## src/rtl/uart_program_loader.sv

```systemverilog
// UART program loader: 8N1 receiver plus frame parser that writes a program image
// into 16-bit program memory and holds the CPU in reset while loading.
module uart_program_loader #(
  parameter int unsigned ClksPerBit  = 217,
  parameter int unsigned NumWords    = 4096,
  parameter int unsigned TimeoutClks = 250000
) (
  input  logic        clk,
  input  logic        rstN,
  input  logic        rx,
  output logic        progWriteEnable,
  output logic [15:0] progWriteAddr,
  output logic [15:0] progWriteData,
  output logic        cpuHold,
  output logic        loadDone,
  output logic        loadError
);

  localparam int unsigned CntW = $clog2(ClksPerBit + 1);
  localparam int unsigned ToW  = $clog2(TimeoutClks + 1);

  localparam logic [CntW-1:0] HalfBit  = CntW'(ClksPerBit / 2 - 1);
  localparam logic [CntW-1:0] FullBit  = CntW'(ClksPerBit - 1);
  localparam logic [ToW-1:0]  ToLimit  = ToW'(TimeoutClks);
  localparam logic [16:0]     MaxLen   = 17'(NumWords);
  localparam logic [7:0]      SyncByte = 8'hA5;

  typedef enum logic [1:0] {
    RX_IDLE,
    RX_START,
    RX_DATA,
    RX_STOP
  } rx_state_t;

  typedef enum logic [2:0] {
    P_IDLE,
    P_LEN_HI,
    P_LEN_LO,
    P_DATA_HI,
    P_DATA_LO,
    P_CHECK,
    P_ERROR
  } p_state_t;

  // ---------------------------------------------------------------------------
  // Synchronizer; sync_age gates start detection until a real line sample exists
  // ---------------------------------------------------------------------------
  logic       rx_meta;
  logic       rx_sync;
  logic [1:0] sync_age;

  always_ff @(posedge clk or negedge rstN) begin
    if (!rstN) begin
      rx_meta  <= 1'b1;
      rx_sync  <= 1'b1;
      sync_age <= 2'd0;
    end else begin
      rx_meta <= rx;
      rx_sync <= rx_meta;
      if (!sync_age[1]) sync_age <= sync_age + 2'd1;
    end
  end

  // ---------------------------------------------------------------------------
  // 8N1 receiver
  // ---------------------------------------------------------------------------
  rx_state_t       rx_state, rx_state_d;
  logic [CntW-1:0] rx_cnt, rx_cnt_d;
  logic [2:0]      bit_idx, bit_idx_d;
  logic [7:0]      shift, shift_d;
  logic            armed, armed_d;
  logic            byte_valid, byte_valid_d;
  logic            frame_err, frame_err_d;

  always_ff @(posedge clk or negedge rstN) begin
    if (!rstN) begin
      rx_state   <= RX_IDLE;
      rx_cnt     <= '0;
      bit_idx    <= '0;
      shift      <= '0;
      armed      <= 1'b0;
      byte_valid <= 1'b0;
      frame_err  <= 1'b0;
    end else begin
      rx_state   <= rx_state_d;
      rx_cnt     <= rx_cnt_d;
      bit_idx    <= bit_idx_d;
      shift      <= shift_d;
      armed      <= armed_d;
      byte_valid <= byte_valid_d;
      frame_err  <= frame_err_d;
    end
  end

  // armed means the previous idle sample was high, so a low sample is a falling edge
  always_comb begin
    rx_state_d   = rx_state;
    rx_cnt_d     = rx_cnt;
    bit_idx_d    = bit_idx;
    shift_d      = shift;
    armed_d      = armed;
    byte_valid_d = 1'b0;
    frame_err_d  = 1'b0;
    case (rx_state)
      RX_IDLE: begin
        armed_d = sync_age[1] & rx_sync;
        if (armed && !rx_sync) begin
          rx_state_d = RX_START;
          rx_cnt_d   = '0;
          armed_d    = 1'b0;
        end
      end
      RX_START: begin
        if (rx_cnt == HalfBit) begin
          rx_cnt_d  = '0;
          bit_idx_d = '0;
          rx_state_d = rx_sync ? RX_IDLE : RX_DATA;
        end else begin
          rx_cnt_d = rx_cnt + CntW'(1);
        end
      end
      RX_DATA: begin
        if (rx_cnt == FullBit) begin
          rx_cnt_d  = '0;
          shift_d   = {rx_sync, shift[7:1]};
          bit_idx_d = bit_idx + 3'd1;
          if (bit_idx == 3'd7) rx_state_d = RX_STOP;
        end else begin
          rx_cnt_d = rx_cnt + CntW'(1);
        end
      end
      RX_STOP: begin
        if (rx_cnt == FullBit) begin
          rx_cnt_d     = '0;
          rx_state_d   = RX_IDLE;
          byte_valid_d = rx_sync;
          frame_err_d  = ~rx_sync;
        end else begin
          rx_cnt_d = rx_cnt + CntW'(1);
        end
      end
      default: rx_state_d = RX_IDLE;
    endcase
  end

  // ---------------------------------------------------------------------------
  // Frame parser
  // ---------------------------------------------------------------------------
  p_state_t       p_state, p_state_d;
  logic [15:0]    len, len_d;
  logic [15:0]    addr, addr_d;
  logic [7:0]     hi_byte, hi_byte_d;
  logic [7:0]     chk, chk_d;
  logic [ToW-1:0] to_cnt, to_cnt_d;
  logic           we_d;
  logic [15:0]    waddr_d;
  logic [15:0]    wdata_d;
  logic           hold_d;
  logic           done_d;
  logic           err_d;
  logic [15:0]    len_word;
  logic           timeout_hit;

  assign len_word    = {len[15:8], shift};
  assign timeout_hit = (p_state != P_IDLE) && (to_cnt == ToLimit);

  always_ff @(posedge clk or negedge rstN) begin
    if (!rstN) begin
      p_state         <= P_IDLE;
      len             <= '0;
      addr            <= '0;
      hi_byte         <= '0;
      chk             <= '0;
      to_cnt          <= '0;
      progWriteEnable <= 1'b0;
      progWriteAddr   <= '0;
      progWriteData   <= '0;
      cpuHold         <= 1'b0;
      loadDone        <= 1'b0;
      loadError       <= 1'b0;
    end else begin
      p_state         <= p_state_d;
      len             <= len_d;
      addr            <= addr_d;
      hi_byte         <= hi_byte_d;
      chk             <= chk_d;
      to_cnt          <= to_cnt_d;
      progWriteEnable <= we_d;
      progWriteAddr   <= waddr_d;
      progWriteData   <= wdata_d;
      cpuHold         <= hold_d;
      loadDone        <= done_d;
      loadError       <= err_d;
    end
  end

  // Entry into ERROR raises loadError immediately; the ERROR state itself only
  // spends one cycle before returning to IDLE.
  always_comb begin
    p_state_d = p_state;
    len_d     = len;
    addr_d    = addr;
    hi_byte_d = hi_byte;
    chk_d     = chk;
    to_cnt_d  = to_cnt;
    we_d      = 1'b0;
    waddr_d   = progWriteAddr;
    wdata_d   = progWriteData;
    hold_d    = cpuHold;
    done_d    = loadDone;
    err_d     = loadError;

    if (byte_valid || (p_state == P_IDLE)) begin
      to_cnt_d = '0;
    end else if (to_cnt != ToLimit) begin
      to_cnt_d = to_cnt + ToW'(1);
    end

    case (p_state)
      P_IDLE: begin
        if (byte_valid && (shift == SyncByte)) begin
          p_state_d = P_LEN_HI;
          hold_d    = 1'b1;
          done_d    = 1'b0;
          err_d     = 1'b0;
          chk_d     = '0;
          addr_d    = '0;
        end
      end
      P_ERROR: p_state_d = P_IDLE;
      default: begin
        if (frame_err || timeout_hit) begin
          p_state_d = P_ERROR;
          err_d     = 1'b1;
          hold_d    = 1'b1;
        end else if (byte_valid) begin
          case (p_state)
            P_LEN_HI: begin
              len_d     = {shift, len[7:0]};
              p_state_d = P_LEN_LO;
            end
            P_LEN_LO: begin
              len_d = len_word;
              if ((len_word == '0) || ({1'b0, len_word} > MaxLen)) begin
                p_state_d = P_ERROR;
                err_d     = 1'b1;
              end else begin
                p_state_d = P_DATA_HI;
              end
            end
            P_DATA_HI: begin
              hi_byte_d = shift;
              chk_d     = chk ^ shift;
              p_state_d = P_DATA_LO;
            end
            P_DATA_LO: begin
              we_d    = 1'b1;
              waddr_d = addr;
              wdata_d = {hi_byte, shift};
              chk_d   = chk ^ shift;
              if (addr == (len - 16'd1)) begin
                p_state_d = P_CHECK;
              end else begin
                addr_d    = addr + 16'd1;
                p_state_d = P_DATA_HI;
              end
            end
            P_CHECK: begin
              if (shift == chk) begin
                done_d    = 1'b1;
                hold_d    = 1'b0;
                p_state_d = P_IDLE;
              end else begin
                err_d     = 1'b1;
                p_state_d = P_ERROR;
              end
            end
            default: p_state_d = P_IDLE;
          endcase
        end
      end
    endcase
  end

endmodule

```

## config.mk

```make
export PLATFORM = sky130hd
export DESIGN_NAME = uart_program_loader
export DESIGN_NICKNAME = d
export VERILOG_FILES = /design/src/rtl/uart_program_loader.sv
export SDC_FILE = /design/constraint.sdc
export NUM_CORES = 1
export LEC_CHECK = 0
export CAP_MARGIN = 10
export CORE_UTILIZATION = 60
export DETAILED_ROUTE_END_ITERATION = 16
export PLACE_DENSITY = 0.89
export SLEW_MARGIN = 40
export SYNTH_ARGS = -nofsm -noshare
export SYNTH_HDL_FRONTEND = slang
export SYNTH_SLANG_ARGS = --single-unit
```

## constraint.sdc

```tcl
create_clock -name clk -period 3.05 [get_ports clk]
set_input_delay 0.61 -clock clk [delete_from_list [all_inputs] [get_ports clk]]
set_output_delay 0.61 -clock clk [all_outputs]
set_load 0.02 [all_outputs]
```

### Word level (Yosys, flattened, before mapping)

Cells that the tools add are included.

* bits of input ports: 3
* logic and storage cells: 169
* output and inout bits: 36
* register bits: 133

* add/sub/neg operators: 6
* reduce and logical (&&, ||, !) cells: 39
* order comparisons: 1
* muxes and demuxes: 64
* equal/unequal tests: 27
* bitwise gates (word level): 8

Operator list (count)
* 2-to-1 mux 16 bit: 5
* one-hot mux 16 bit (2 select lines): 2
* 2-to-1 mux 8 bit: 7
* 2-to-1 mux 18 bit: 2
* AND reduction 5 bit: 5
* 2-to-1 mux 3 bit: 8
* one-hot mux 8 bit (3 select lines): 1
* 2-to-1 mux 1 bit: 23
* adder 18 x 1 -> 18 bit, second input constant: 1
* == test 18 bit, second input constant: 1
* inequality test 18 bit, second input constant: 1
* AND reduction 6 bit: 3
* adder 16 x 1 -> 16 bit, second input constant: 1
* == test 16 bit: 1
* == test 8 bit, second input constant: 2
* > comparator 16 x 13 -> 1 bit, second input constant: 1
* logical NOT 16 bit: 1
* one-hot mux 8 bit (2 select lines): 1
* subtractor 16 x 1 -> 16 bit, second input constant: 1
* one-hot mux 3 bit (5 select lines): 1
* 2-to-1 mux 2 bit: 7
* inequality test 2 bit, second input constant: 7
* nonzero test 2 bit: 7
* == test 3 bit, second input constant: 4
* 28 further kinds: 52

### Longest topological paths before layout

* depth after elaboration: 7
* mapped depth: 12
* mapped depth without buffers: 10

### Worst setup path after synthesis

No wires, ideal clock.

* path type: register to register
* start: reg to_cnt[10]
* end: reg addr[0]
* cell stages (with the launch flop): 9
* slack: 382 ps
* period minus slack after synthesis: 2668 ps
* library setup time: 128 ps
* path buffers: 1
* required time: 2922 ps
* arrival: 2541 ps
* cells stage by stage: dfrtp_1 -> or4b_1 -> or4_4 -> nor4_4 -> nor2_1 -> a31o_1 -> buf_6 -> nand3_2 -> mux2_1

* word-level cells in the longest chain between the ends: 5

RTL lines
* start, declared: RTL line 154 `logic [ToW-1:0] to_cnt, to_cnt_d;`
* start signal, assigned: RTL line 187 `to_cnt <= to_cnt_d;`
* == test 18 bit: RTL line 165 `assign timeout_hit = (p_state != P_IDLE) && (to_cnt == ToLimit);`
* logical AND 1 bit: RTL line 165
* logical OR 1 bit: RTL line 232 `if (frame_err || timeout_hit) begin`
* inequality test 2 bit (no line)
* AND reduction 6 bit (no line)
* end signal, assigned: RTL line 184 `addr <= addr_d;`
* end, declared: RTL line 151 `logic [15:0] addr, addr_d;`

Every way passes these cells.
A chain may end at the register's enable or synchronous reset.

### Final worst setup path

* start: reg len[0]
* end: reg addr[3]

* word-level cells in the longest chain between the ends: 4

RTL lines
* start, declared: RTL line 150 `logic [15:0] len, len_d;`
* start signal, assigned: RTL line 183 `len <= len_d;`
* subtractor 16 x 1 -> 16 bit: RTL line 261 `if (addr == (len - 16'd1)) begin`
* == test 16 bit: RTL line 261
* inequality test 2 bit (no line)
* AND reduction 6 bit (no line)

Every way passes these cells.

==> metrics.txt <==
register share of total power=0.449; crit-path max cell delay=about 0.55 ns; GR Overflow Total=0; worst-case vdd ir drop=0.4074 mV; flop2flop setup slack=0.17 ns; yosys synthesis warning count=0; CTS tree=done; leading cell type in the layout, fill and taps excluded=dfrtp_1; # placed instances=882; worst reg2reg endpoint=addr[3]; WS Path Type=flip-flop to flip-flop; placed wire-length estimate after detailed placement=10010 um; weighted congestion at the end of routability-driven global placement=0.8937; Syn Nets=approximately 730; die outline area=11630 um2; Critical R2R Launch=len[0]; cell type with the largest total area after synthesis=dfrtp_1; Iteration-0 DRC Markers=approximately 570; per-cell routed wire length=16.63 um; Die X=107.8 um; main flop type after synthesis=dfrtp_1; Clock Tree Buf Depth=2; Cell Count, Final, Fillers Out=914; sink count of the clock tree=133; antenna violations before repair=0; run status=finished clean; CP endpoint=addr[3]; initial cell density of the core=0.6173; CP startpoint kind=flip-flop; power density cells=531.2 nW/um2; maximum number of pins on one net before global-route repair=134; maximum fanout along the worst path=29; area added between synthesis and finish=17.33%; post-placement cell area=7268 um2; total leakage power=3.531 nW; number of iterations in the first detailed-routing pass=5; Clk pin slew, worst setup/hold paths=0.06 ns; Post-synth EDFFs=0; Setup violations, final=0; signal arrival time at the worst endpoint=approximately 3.3 ns; number of routed nets with antenna violations=0; Clock Tree Root=clkbuf_8; Fin Setup TNS=0 ns; I/O pin total=39; total via count after detailed routing=5559; row count=38; beginning of the critical path=len[0]; number of distinct library cells after synthesis=67; Cell Int Power=0.003188 W; ANT cells=0; number of global-route vias before repair=roughly 5.5k; final critical-path share of the clock period=0.9436; final setup skew=between 0.009 and 0.01 ns; Post-route DRC=0; Buf+Inv Stages, Crit Path=2; slowest CP cell=or4b_1; cell area after synthesis=6721 um2; clock buffer count from CTS=17; postcts setup bufs=0; wire length of the first global-routing pass=25670 um; deepest level of the CTS H-tree=4; share of total power in the clock network=0.503; area fraction of the dominant cell type after synthesis=0.4877; clock network latency to the later pin of the worst-skew pair=about 0.54 ns; cell type group with the largest total delay on the critical path=simple AND/OR/NAND/NOR gates; class of the worst hold path=input port to async pin; slew at the pin with the worst max-slew slack=0.7810 ns; register area share after synthesis=0.4955; net switching component of the power=approximately 0.001 W; net switching share of the total power=0.2391; worst max-slew margin expressed relative to the limit=0.4794; setup repair after global routing missed its margin=false; required time worst endpoint=roughly 3.5 ns; critical path depth=11; Combinational Power Share=0.048; maximum achievable frequency=roughly 350 MHz; CP Cell Sequence=inv_1, ha_1, or4b_1, nor2_2, a311o_1, a21o_1, a31oi_1, and4_1, buf_4, or3_1, a21oi_1; final critical-path required period=~2.9 ns; max-capacitance violation count=0; GR Util All Layers=0.2848; Post-synth ARST share=1.000; Post-Synthesis Cells=722; endpoint type of the worst setup path=flip-flop; nets@finish=slightly below 800; number of vias per cell after detailed routing=6.082; number of buffers inserted by port buffering=38; cell area after layout=7886 um2; Floorplan Core Area=10890 um2; number of max-slew violations in the final report=0; fraction of layout instances using a drive strength above 1=0.1240; main area contributors after synthesis=dfrtp_1, nand2_1, xnor2_1, o21ai_0, mux2_2; DRT Wirelength=15200 um; post-cts hold buffer count=0; cell depth of the worst flop-to-flop path=11; Synth Register Bits=133; Final Hold Vio Count=0; most frequent cells in the layout=dfrtp_1, nand2_1, o21ai_0; Post-Syn Area per Cell=9.309 um2; die height=107.8 um
worst register-to-register path, delay by kind of cell, from the launching register on:
family	cells	cell delay, ns
buffers and inverters	2	0.29
AOI/OAI and AO/OA	4	0.58
adders and majority gates	1	0.26
DFF	1	0.41
and+or+nand+nor	4	1.27
worst min path at each step:
stage | from | end | slack (ns) | cells past startpoint
2_1_floorplan | rstN | async pin | 0.31 | 0
3_3_place_gp | rx_meta | rx_sync | 0.35 | 0
3_5_place_dp | rx_meta | rx_sync | 0.36 | 0
4_1_cts | rstN | addr[5] | 0.22 | 2
5_1_grt | rstN | to_cnt[4] | 0.24 | 2
6_report | rstN | to_cnt[5] | 0.19 | 2
stage by stage:
step,hold slack (ns),utilization,power [W],setup WS [ns]
after floorplan,0.3144,-,0.002028,0.3818
after global placement,0.3453,0.6671,0.002089,0.3472
after detailed placement,0.3568,0.6675,0.002109,0.2068
after CTS,0.2189,0.7241,0.004214,0.1634
after global routing,0.2427,0.7243,0.004332,0.03045
final,0.1900,0.7243,0.004189,0.1721
timing repair:
item / CTS / global route
endpoints found under the setup margin: 0 / 2
gates resized for setup: 0 / 1
endpoints found under the hold margin: 0 / 0
sequential cells by signal, indices dropped and copies added (netlist names), 2 cells and up, named ones only:
register,flops
progWriteData,16
sync_age,2
chk,8
to_cnt,18
len,16
rx_cnt,8
p_state,3
hi_byte,8
progWriteAddr,16
shift,8
bit_idx,3
addr,16
power groups by stage:
stage | Sequential (W) | Combinational, W | Clock (W)
floorplan | 0.00189 | 0.000135 | 0
global placement | 0.00191 | 0.000184 | 0
detailed placement | 0.00191 | 0.000201 | 0
CTS | 0.00188 | 0.000204 | 0.00213
global route | 0.00189 | 0.000231 | 0.00221
finish | 0.00188 | 0.000201 | 0.00211
cell families (layout without fill, tap and decap cells):
group,after synthesis,after routing,share of synthesized area
AOI/OAI and AO/OA,129,129,0.1113
xor gates and xnor gates,45,45,0.05864
adders and majority gates,8,8,0.01489
buffers and inverters,63,115,0.03928
DFF,133,133,0.4955
muxes,30,30,0.04896
and+or+nand+nor,314,314,0.2314
layer usage:
| layer | up-vias | routed length, um | track usage | part of all wire |
|---|---|---|---|---|
| met5 | - | 0 | 0 | 0 |
| met4 | 0 | 349 | 0.1252 | 0.023 |
| met3 | 38 | 841 | 0.05993 | 0.055 |
| met2 | 197 | 7590 | 0.4679 | 0.50 |
| met1 | 2741 | 6418 | 0.3628 | 0.42 |
| li1 | 2583 | - | - | - |
cell usage after synthesis (all sizes together), types with 3 or more instances:
cell / n
a31oi: 5
a22oi: 3
mux2: 23
nand2: 131
and2: 5
inv: 26
nor3: 10
and4: 5
or3: 24
o21ai: 65
mux2i: 7
nand3: 30
a21oi: 33
nor2: 44
o22ai: 5
dfrtp: 131
and3: 11
nand4: 15
xor2: 15
buf: 14
nor4: 10
ha: 8
clkbuf: 23
xnor2: 30
nand2b: 13
layout make-up:
| cell class | instances | area, um2 |
|---|---|---|
| tap | 140 | 175.2 |
| clock inverter | 14 | 187.7 |
| clock buffer | 18 | 427.9 |
| fill | 707 | 3002 |
| inverter | 26 | 97.59 |
| sequential | 133 | 3331 |
| timing repair buffer | 57 | 533.0 |
| multi-input combinational | 526 | 3134 |
Note: power is estimated with default switching activity, not from simulation.
